<file path="src/rtl/spi_flash_pkg.sv">
// Shared types and constants for the SPI flash ownership arbiter.
package spi_flash_pkg;

  typedef enum logic [1:0] {
    CPU_OWN  = 2'd0,
    TO_PROG  = 2'd1,
    PROG_OWN = 2'd2,
    TO_CPU   = 2'd3
  } arb_state_e;

  localparam int GUARD_W = 8;

  localparam logic IDLE_CS   = 1'b1;
  localparam logic IDLE_CLK  = 1'b0;
  localparam logic IDLE_MOSI = 1'b0;

  // Guard counter starts at cycles-1 so that exactly 'cycles' idle clocks elapse.
  function automatic logic [GUARD_W-1:0] guard_load(input int unsigned cycles);
    return GUARD_W'(cycles - 1);
  endfunction

endpackage

</file>
<file path="src/rtl/sync_2ff.sv">
// Two-flop synchronizer for a single asynchronous level; reset value is a parameter.
module sync_2ff #(
  parameter logic RESET_VAL = 1'b1
) (
  input  logic clk_i,
  input  logic rst_i,
  input  logic d_i,
  output logic q_o
);

  logic meta_q;
  logic sync_q;

  always_ff @(posedge clk_i or posedge rst_i) begin
    if (rst_i) begin
      meta_q <= RESET_VAL;
      sync_q <= RESET_VAL;
    end else begin
      meta_q <= d_i;
      sync_q <= meta_q;
    end
  end

  assign q_o = sync_q;

endmodule

</file>
<file path="src/rtl/spi_flash_arbiter.sv">
// Guarded ownership arbiter between the 6809 ROM path and the FT2232 programmer.
// Optional CPU-starvation flag built only when SPI_ARB_STARVE_EN is defined.
//
// state    | meaning
// CPU_OWN  | flash pins mirror the CPU controller
// TO_PROG  | idle-bus guard before handing to the programmer
// PROG_OWN | flash pins mirror the FT2232 writer
// TO_CPU   | idle-bus guard before handing back to the CPU
module spi_flash_arbiter
  import spi_flash_pkg::*;
#(
  parameter int unsigned GUARD_CYCLES  = 4,
  parameter logic [15:0] STARVE_CYCLES = 16'd3300
) (
  input  logic clk,
  input  logic reset,
  input  logic i_FT_CS,
  input  logic i_cpu_req,
  input  logic i_cpu_clk,
  input  logic i_cpu_mosi,
  input  logic i_cpu_cs,
  input  logic i_prog_clk,
  input  logic i_prog_mosi,
  input  logic i_prog_cs,
  output logic o_SPI_CLK,
  output logic o_SPI_MOSI,
  output logic o_SPI_CS,
  output logic o_cpu_grant,
  output logic o_prog_grant,
  output logic o_cpu_hold,
  output logic o_starve_err
);

  localparam logic [GUARD_W-1:0] GUARD_LOAD = guard_load(GUARD_CYCLES);

  arb_state_e         state_q, state_d;
  logic [GUARD_W-1:0] guard_q, guard_d;
  logic               ft_cs_sync;
  logic               prog_req;

  sync_2ff #(.RESET_VAL(1'b1)) u_ft_cs_sync (
    .clk_i (clk),
    .rst_i (reset),
    .d_i   (i_FT_CS),
    .q_o   (ft_cs_sync)
  );

  assign prog_req = ~ft_cs_sync;

  always_ff @(posedge clk or posedge reset) begin
    if (reset) begin
      state_q <= TO_CPU;
      guard_q <= GUARD_LOAD;
    end else begin
      state_q <= state_d;
      guard_q <= guard_d;
    end
  end

  always_comb begin
    state_d = state_q;
    guard_d = (guard_q != '0) ? guard_q - GUARD_W'(1) : guard_q;
    unique case (state_q)
      CPU_OWN: begin
        // i_cpu_cs is sampled here, so a frame that starts this cycle wins.
        if (prog_req && i_cpu_cs) begin
          state_d = TO_PROG;
          guard_d = GUARD_LOAD;
        end
      end
      TO_PROG: begin
        if (!prog_req) begin
          state_d = TO_CPU;
          guard_d = GUARD_LOAD;
        end else if (guard_q == '0) begin
          state_d = PROG_OWN;
        end
      end
      PROG_OWN: begin
        if (!prog_req) begin
          state_d = TO_CPU;
          guard_d = GUARD_LOAD;
        end
      end
      TO_CPU: begin
        if (guard_q == '0) begin
          state_d = CPU_OWN;
        end
      end
      default: begin
        state_d = TO_CPU;
        guard_d = GUARD_LOAD;
      end
    endcase
  end

  always_comb begin
    o_SPI_CS   = IDLE_CS;
    o_SPI_CLK  = IDLE_CLK;
    o_SPI_MOSI = IDLE_MOSI;
    if (state_q == CPU_OWN) begin
      o_SPI_CS   = i_cpu_cs;
      o_SPI_CLK  = i_cpu_clk;
      o_SPI_MOSI = i_cpu_mosi;
    end else if (state_q == PROG_OWN) begin
      o_SPI_CS   = i_prog_cs;
      o_SPI_CLK  = i_prog_clk;
      o_SPI_MOSI = i_prog_mosi;
    end
  end

  assign o_cpu_grant  = (state_q == CPU_OWN);
  assign o_prog_grant = (state_q == PROG_OWN);
  assign o_cpu_hold   = i_cpu_req & ~o_cpu_grant;

`ifdef SPI_ARB_STARVE_EN
  logic [15:0] starve_cnt_q, starve_cnt_d;
  logic        starve_err_q, starve_err_d;

  always_ff @(posedge clk or posedge reset) begin
    if (reset) begin
      starve_cnt_q <= '0;
      starve_err_q <= 1'b0;
    end else begin
      starve_cnt_q <= starve_cnt_d;
      starve_err_q <= starve_err_d;
    end
  end

  always_comb begin
    starve_cnt_d = '0;
    starve_err_d = starve_err_q;
    if (o_cpu_hold) begin
      starve_cnt_d = (starve_cnt_q != 16'hFFFF) ? starve_cnt_q + 16'd1 : starve_cnt_q;
      if (starve_cnt_d == STARVE_CYCLES) begin
        starve_err_d = 1'b1;
      end
    end
  end

  assign o_starve_err = starve_err_q;
`else
  // Keeps the limit parameter referenced in builds without the counter.
  assign o_starve_err = 1'b0 & (|STARVE_CYCLES);
`endif

endmodule

</file>
<file path="config.mk">
export PLATFORM = sky130hd
export DESIGN_NAME = spi_flash_arbiter
export DESIGN_NICKNAME = d
export VERILOG_FILES = /design/src/rtl/spi_flash_pkg.sv /design/src/rtl/sync_2ff.sv /design/src/rtl/spi_flash_arbiter.sv
export SDC_FILE = /design/constraint.sdc
export NUM_CORES = 1
export LEC_CHECK = 0
export CORE_MARGIN = 5
export CORE_UTILIZATION = 44
export DETAILED_ROUTE_END_ITERATION = 6
export HOLD_SLACK_MARGIN = 0.08
export PLACE_DENSITY = 0.75
export SLEW_MARGIN = 40
export SYNTH_ARGS = -nofsm -noshare
export SYNTH_HDL_FRONTEND = slang
export SYNTH_SLANG_ARGS = --single-unit
</file>
<file path="constraint.sdc">
create_clock -name clk -period 2.04 [get_ports clk]
set_clock_uncertainty 0.2 [all_clocks]
set_input_delay 0.612 -clock clk [delete_from_list [all_inputs] [get_ports clk]]
set_output_delay 0.612 -clock clk [all_outputs]
set_load 0.02 [all_outputs]
</file>
==> flow_metrics.tcl, run 1 <==
set metrics [dict create \
    clock_sinks 12 \
    yosys_warnings 0 \
    io_pins 17 \
    crit_type "reg -> out" \
    power_frac_seq_pct 21.9 \
    final.min_clock_period_ns 2.36 \
    grt_remaining_overflow 0 \
    synth_edf_count 0 \
    crit_top_cell "buf_4" \
    vdd_drop_max_mv 0.857 \
    worstPathRequired_ns 1.23 \
    drt_iter0_drc 9 \
    rsz0062_at_grt "yes" \
    drc 0 \
    drt_first_pass_iters 4 \
    routabilityCongestion 0.877 \
    grt_max_degree 13 \
    fp.dieH_um 52.9 \
    dieArea_um2 2790 \
    worstPathArrival_ns 1.55 \
    viasPerCell 4.94 \
    numCtsBuffers 3 \
    synth_cells 86 \
    async_flop_share_pct 100 \
    hold_path_class "reg -> reg" \
    wl_per_cell_um 12.5 \
    critPathTopFamily "flip-flops" \
    status "complete, but fails checks" \
    hold_violations 0 \
    synth-seq-cells 12 \
    ys_types 35 \
    p_int_mw 1.27 \
    vias 686 \
    finalNetCount 132 \
    slowest_delay_ns 0.58 \
    power_leakage_nw 0.539 \
    drv_cap 0 \
    fmax_mhz 424 \
    layout-drive-gt1-share_pct 42.1 \
    clkPwrFrac_pct 8.5 \
    antenna_cells 0 \
    worstPathCellList "inv_2, ha_4, buf_4, nor2b_1, buf_4" \
    ys.flop_type "dfstp_2" \
    synth_top_cell_by_area "dfstp_2" \
    fp-row-count 15 \
    yosys-top-cells-area "dfstp_2 (20%), dfrtp_1 (19%), ha_1 (11%)" \
    p_sw_mw 0.891 \
    synth.top_cells.by_count "inv_1 (9), nor2_1 (9), ha_1 (7)" \
    dp.cells 132 \
    p_sw_share_pct 41.3 \
    antenna_found_initial 0 \
    initial_utilization_pct 46.3 \
    setup_viol 6 \
    crit_buf_inv 3 \
    drv_slew 0 \
    fp.dieW_um 52.9 \
    combPwrFrac_pct 69.6 \
    coreArea_um2 1750 \
    crit_fanout 7 \
    area_growth_pct 50.9 \
    syn_area_um2 808 \
    placed_area_um2 1090 \
    fin_ws_ns -0.318 \
    worstSetupStartpointType "register" \
    pwr_density_cell_nw_per_um2 1770 \
    period_share_pct 116 \
    violations "setup timing" \
    h-tree-depth 1 \
    ys_seq_area_share_pct 38.1 \
    cp-end-kind "output port" \
    dpl_worst_slack_ns -0.667 \
    cts_tree "built" \
    yosys.area.top_type_share_pct 19.5 \
    grt_pass1_vias 643 \
    routed_wl_mm 1.74 \
    dp_hpwl_mm 1.31 \
    clk_latency_ns 0.27 \
    ctsLongestPathBuffers 2 \
    final_cells 139 \
    avgSynthCellArea_um2 9.40 \
    grt_use_total_pct 14.0 \
    port_buffers 15 \
    cts-root-buf "clkbuf_4" \
    grt_pass1_wl_mm 2.80 \
    cp_slowest_cell "dfstp_2" \
    stdcell_area_um2 1220 \
    antenna_left 0 \
    syn_nets 103 \
    cts.clk_slew.worst_paths_ns 0.07 \
]
final cells by class:
type                       instances  area, µm²
fill                             137        526
clock buffer                       4       36.3
sequential                        12        308
inverter                           9       36.3
tap                               25       31.3
timing repair buffer              27        244
multi-input combinational         62        564
kinds of logic (layout without fill, tap and decap cells):
kind of cell | after synthesis | in the layout | synth area share (%)
AO/OA/AOI/OAI | 20 | 20 | 17.5
XOR/XNOR | 5 | 5 | 5.42
adder cells (fa/ha/maj) | 7 | 7 | 10.8
buffers and inverters | 12 | 40 | 6.97
flip-flops | 12 | 12 | 38.1
multiplexers | 2 | 2 | 3.10
other | 1 | 1 | 0.464
AND/OR/NAND/NOR | 27 | 27 | 17.6
placed cells by master, fill, tap and decap left out, types with 2 or more instances in the layout:
cell             instances
nor3_1                   3
dfrtp_1                  6
buf_6                    5
buf_4                   13
nor2b_1                  2
clkbuf_4                 3
inv_1                    7
ha_4                     3
dfstp_2                  6
clkdlybuf4s50_1          9
o21bai_1                 2
ha_1                     4
a21oi_1                  5
nand2_1                  5
a22o_4                   2
nor2_1                   8
xnor2_1                  4
path summary, 6_finish.rpt:
check / slack [ns] / cells past startpoint / endpoint / from
worst max register to register: 0.04 / 8 / state_q[1] / state_q[1]
max in group asynchronous: 0.89 / 2 / state_q[0] / reset
worst min-delay path: 0.16 / 0 / u_ft_cs_sync.q_o / u_ft_cs_sync.meta_q
min in group asynchronous: 0.42 / 2 / guard_q[5] / reset
worst min register to register: 0.16 / 0 / u_ft_cs_sync.q_o / u_ft_cs_sync.meta_q
worst max-delay path: -0.32 / 5 / o_cpu_hold / state_q[1]
power by group through the flow:
stage,Combinational (mW),Clock (mW),Sequential [mW]
floorplan,0.944,0,0.460
global route,1.63,0.210,0.482
CTS,1.36,0.192,0.469
finish,1.50,0.184,0.471
global placement,1.28,0,0.461
detailed placement,1.30,0,0.465
per-layer routing:
metal	up-vias	track usage, %	routed length [µm]
li1	347	-	-
met1	324	17.7	784
met2	12	22.1	863
met3	3	4.51	71
met4	0	5.11	20
met5	-	0	0
worst reg2reg max path, cell delays in order (launching register included):
cell     delay, ns
dfstp_2       0.58
inv_2         0.07
buf_4         0.13
buf_4         0.12
buf_4         0.13
ha_4          0.17
a21oi_4       0.17
o21ai_2       0.07
mux2_4        0.30
metrics by stage:
stage | hold slack (ns) | setup TNS [ns] | power, mW | utilization, %
2_1_floorplan | 0.145 | -0.235 | 1.40 | -
3_3_place_gp | 0.147 | -4.24 | 1.74 | 62.6
3_5_place_dp | 0.149 | -4.43 | 1.77 | 62.6
4_1_cts | 0.159 | -1.44 | 2.02 | 66.0
5_1_grt | 0.170 | -1.85 | 2.32 | 69.9
6_report | 0.157 | -1.44 | 2.16 | 69.9
sequential cells by signal, indices dropped and copies added (netlist names):
register and count:
guard_q 8, state_q 2, u_ft_cs_sync.meta_q 1, u_ft_cs_sync.q_o 1
timing repair:
action,4_1_cts,5_1_grt
setup endpoints to repair,6,10
gates resized for setup,37,11
pin swaps,2,2
setup buffers,1,2
hold buffers,0,0
Power figures use the tool's default switching activity.
==> run 2, diff against run 1 <==
--- a/config.mk
+++ b/config.mk
@@ -5,11 +5,13 @@
 export SDC_FILE = /design/constraint.sdc
 export NUM_CORES = 1
 export LEC_CHECK = 0
+export CAP_MARGIN = 20
 export CORE_MARGIN = 5
 export CORE_UTILIZATION = 44
+export CTS_CLUSTER_SIZE = 28
 export DETAILED_ROUTE_END_ITERATION = 6
 export HOLD_SLACK_MARGIN = 0.08
-export PLACE_DENSITY = 0.75
+export PLACE_DENSITY = 0.69
 export SLEW_MARGIN = 40
 export SYNTH_ARGS = -nofsm -noshare
 export SYNTH_HDL_FRONTEND = slang
==> run 2 against run 1 <==
Combinational power barely moved. Critical endpoint is now o_SPI_CS. The flow still finishes with violations (setup timing). Total power fell by 0.33%. Via count rose by 1.7%. Critical path type unchanged.
==> flow_metrics.tcl, run 2 (same netlist as run 1, synthesis figures left out) <==
set metrics [dict create \
    status "complete, but fails checks" \
    violations "setup timing" \
    power_leakage_nw 0.547 \
    rsz0062_at_grt "yes" \
    regMostFlops "guard_q" \
    port_buffers 15 \
    reg2reg_from "guard_q[0]" \
    final_cells 141 \
    fp.dieW_um 52.9 \
    routabilityCongestion 0.843 \
    routed_wl_mm 1.72 \
    grt_use_total_pct 14.4 \
    worstPathCellList "inv_2, ha_4, nor2b_4, buf_6, a2bb2oi_4, buf_6" \
    r2r-end "state_q[1]" \
    numCtsBuffers 3 \
    layout_commonest_cell "buf_4" \
    hold_path_class "reg -> reg" \
    fillers 137 \
    crit_type "reg -> out" \
    vias 698 \
    cp_slowest_cell "dfstp_2" \
    antenna_cells 0 \
    crit_top_cell "buf_6" \
    stdcell_area_um2 1210 \
    fp-row-count 15 \
    hold_slack_ns 0.157 \
    largest_reg_flops 8 \
    fmax_mhz 423 \
    layout-drive-gt1-share_pct 44.0 \
    dp.cells 133 \
    fin_ws_ns -0.326 \
    crit_fanout 6 \
    antenna_left 0 \
    critPathTopFamily "flip-flops" \
    grt_pass1_wl_mm 2.95 \
    grt_pass1_vias 727 \
    period_share_pct 116 \
    worstSetupEndpoint "o_SPI_CS" \
    drt_first_pass_iters 4 \
    slowest_delay_ns 0.58 \
    setup_tns_ns -1.38 \
    clk_latency_ns 0.27 \
    initial_utilization_pct 46.3 \
    worstPathArrival_ns 1.55 \
    coreArea_um2 1750 \
    reg2reg_depth 6 \
    final.min_clock_period_ns 2.37 \
    io_pins 17 \
    dieArea_um2 2790 \
    hold_violations 0 \
    wl_per_cell_um 12.2 \
    area_growth_pct 50.3 \
    drc 0 \
    ctsHoldBuffers 0 \
    setup_viol 6 \
    cts.clk_slew.worst_paths_ns 0.07 \
    crit_path_start "state_q[1]" \
    vdd_drop_max_mv 0.850 \
    grt_remaining_overflow 0 \
    crit_buf_inv 3 \
    worstSetupStartpointType "register" \
    drv_slew 0 \
    r2r_setup_slack_ns 0.06 \
    viasPerCell 4.95 \
    cp-end-kind "output port" \
    finalNetCount 134 \
    cts-root-buf "clkbuf_4" \
    h-tree-depth 1 \
    power_mw 2.15 \
    drt_iter0_drc 8 \
    worstPathRequired_ns 1.23 \
    crit_cells 6 \
    cts_tree "built" \
    layout_common_cells "buf_4 (13), clkdlybuf4s50_1 (9), inv_1 (7), nor2_1 (7), buf_6 (7)" \
    ctsLongestPathBuffers 2 \
    clock_sinks 12 \
    fp.dieH_um 52.9 \
    antenna_found_initial 0 \
    drv_cap 0 \
    top_regs "guard_q: 8 flops, state_q: 2 flops" \
    placed_area_um2 1100 \
    pwr_density_cell_nw_per_um2 1770 \
    grt_max_degree 13 \
    dp_hpwl_mm 1.34 \
]
run 2: repair_timing:
action,CTS,global route
buffers inserted,3,1
endpoints found under the setup margin,6,12
pin swaps,1,2
resized for setup,39,9
run 2: where the power goes:
group | internal [mW] | switching (mW) | total (mW) | leakage, nW
Clock | 0.109 | 0.0732 | 0.182 | 0.0210
Combinational | 0.799 | 0.689 | 1.49 | 0.382
Sequential | 0.370 | 0.108 | 0.478 | 0.144
run 2: per-stage QoR:
stage | util, % | setup slack [ns]
2_1_floorplan | - | -0.0625
3_3_place_gp | 63.0 | -0.656
3_5_place_dp | 63.0 | -0.666
4_1_cts | 67.7 | -0.322
5_1_grt | 69.6 | -0.393
6_report | 69.6 | -0.326
run 2: metal layers:
layer  track usage, %  wire length, µm  vias to the layer above
met5                0                0                        -
met4             2.55                7                        0
met3             6.20               81                        2
met2             25.0              866                       16
met1             16.6              767                      330
li1                 -                -                      350
run 2: how the worst min path moves through the flow:
stage | cells past startpoint | start | slack, ns | endpoint
detailed placement | 0 | u_ft_cs_sync.meta_q | 0.15 | u_ft_cs_sync.q_o
global route | 0 | u_ft_cs_sync.meta_q | 0.16 | u_ft_cs_sync.q_o
finish | 0 | u_ft_cs_sync.meta_q | 0.16 | u_ft_cs_sync.q_o
global placement | 0 | u_ft_cs_sync.meta_q | 0.15 | u_ft_cs_sync.q_o
floorplan | 0 | u_ft_cs_sync.meta_q | 0.15 | u_ft_cs_sync.q_o
CTS | 0 | u_ft_cs_sync.meta_q | 0.16 | u_ft_cs_sync.q_o
run 2: final cells by class:
class / instances / area, µm² / area share, %
multi-input cells: 62 / 537 / 44.2
inverters: 9 / 36.3 / 2.99
repair buffers: 29 / 267 / 21.9
well taps: 25 / 31.3 / 2.57
clock buffers: 4 / 36.3 / 2.99
flip-flops and latches: 12 / 308 / 25.3
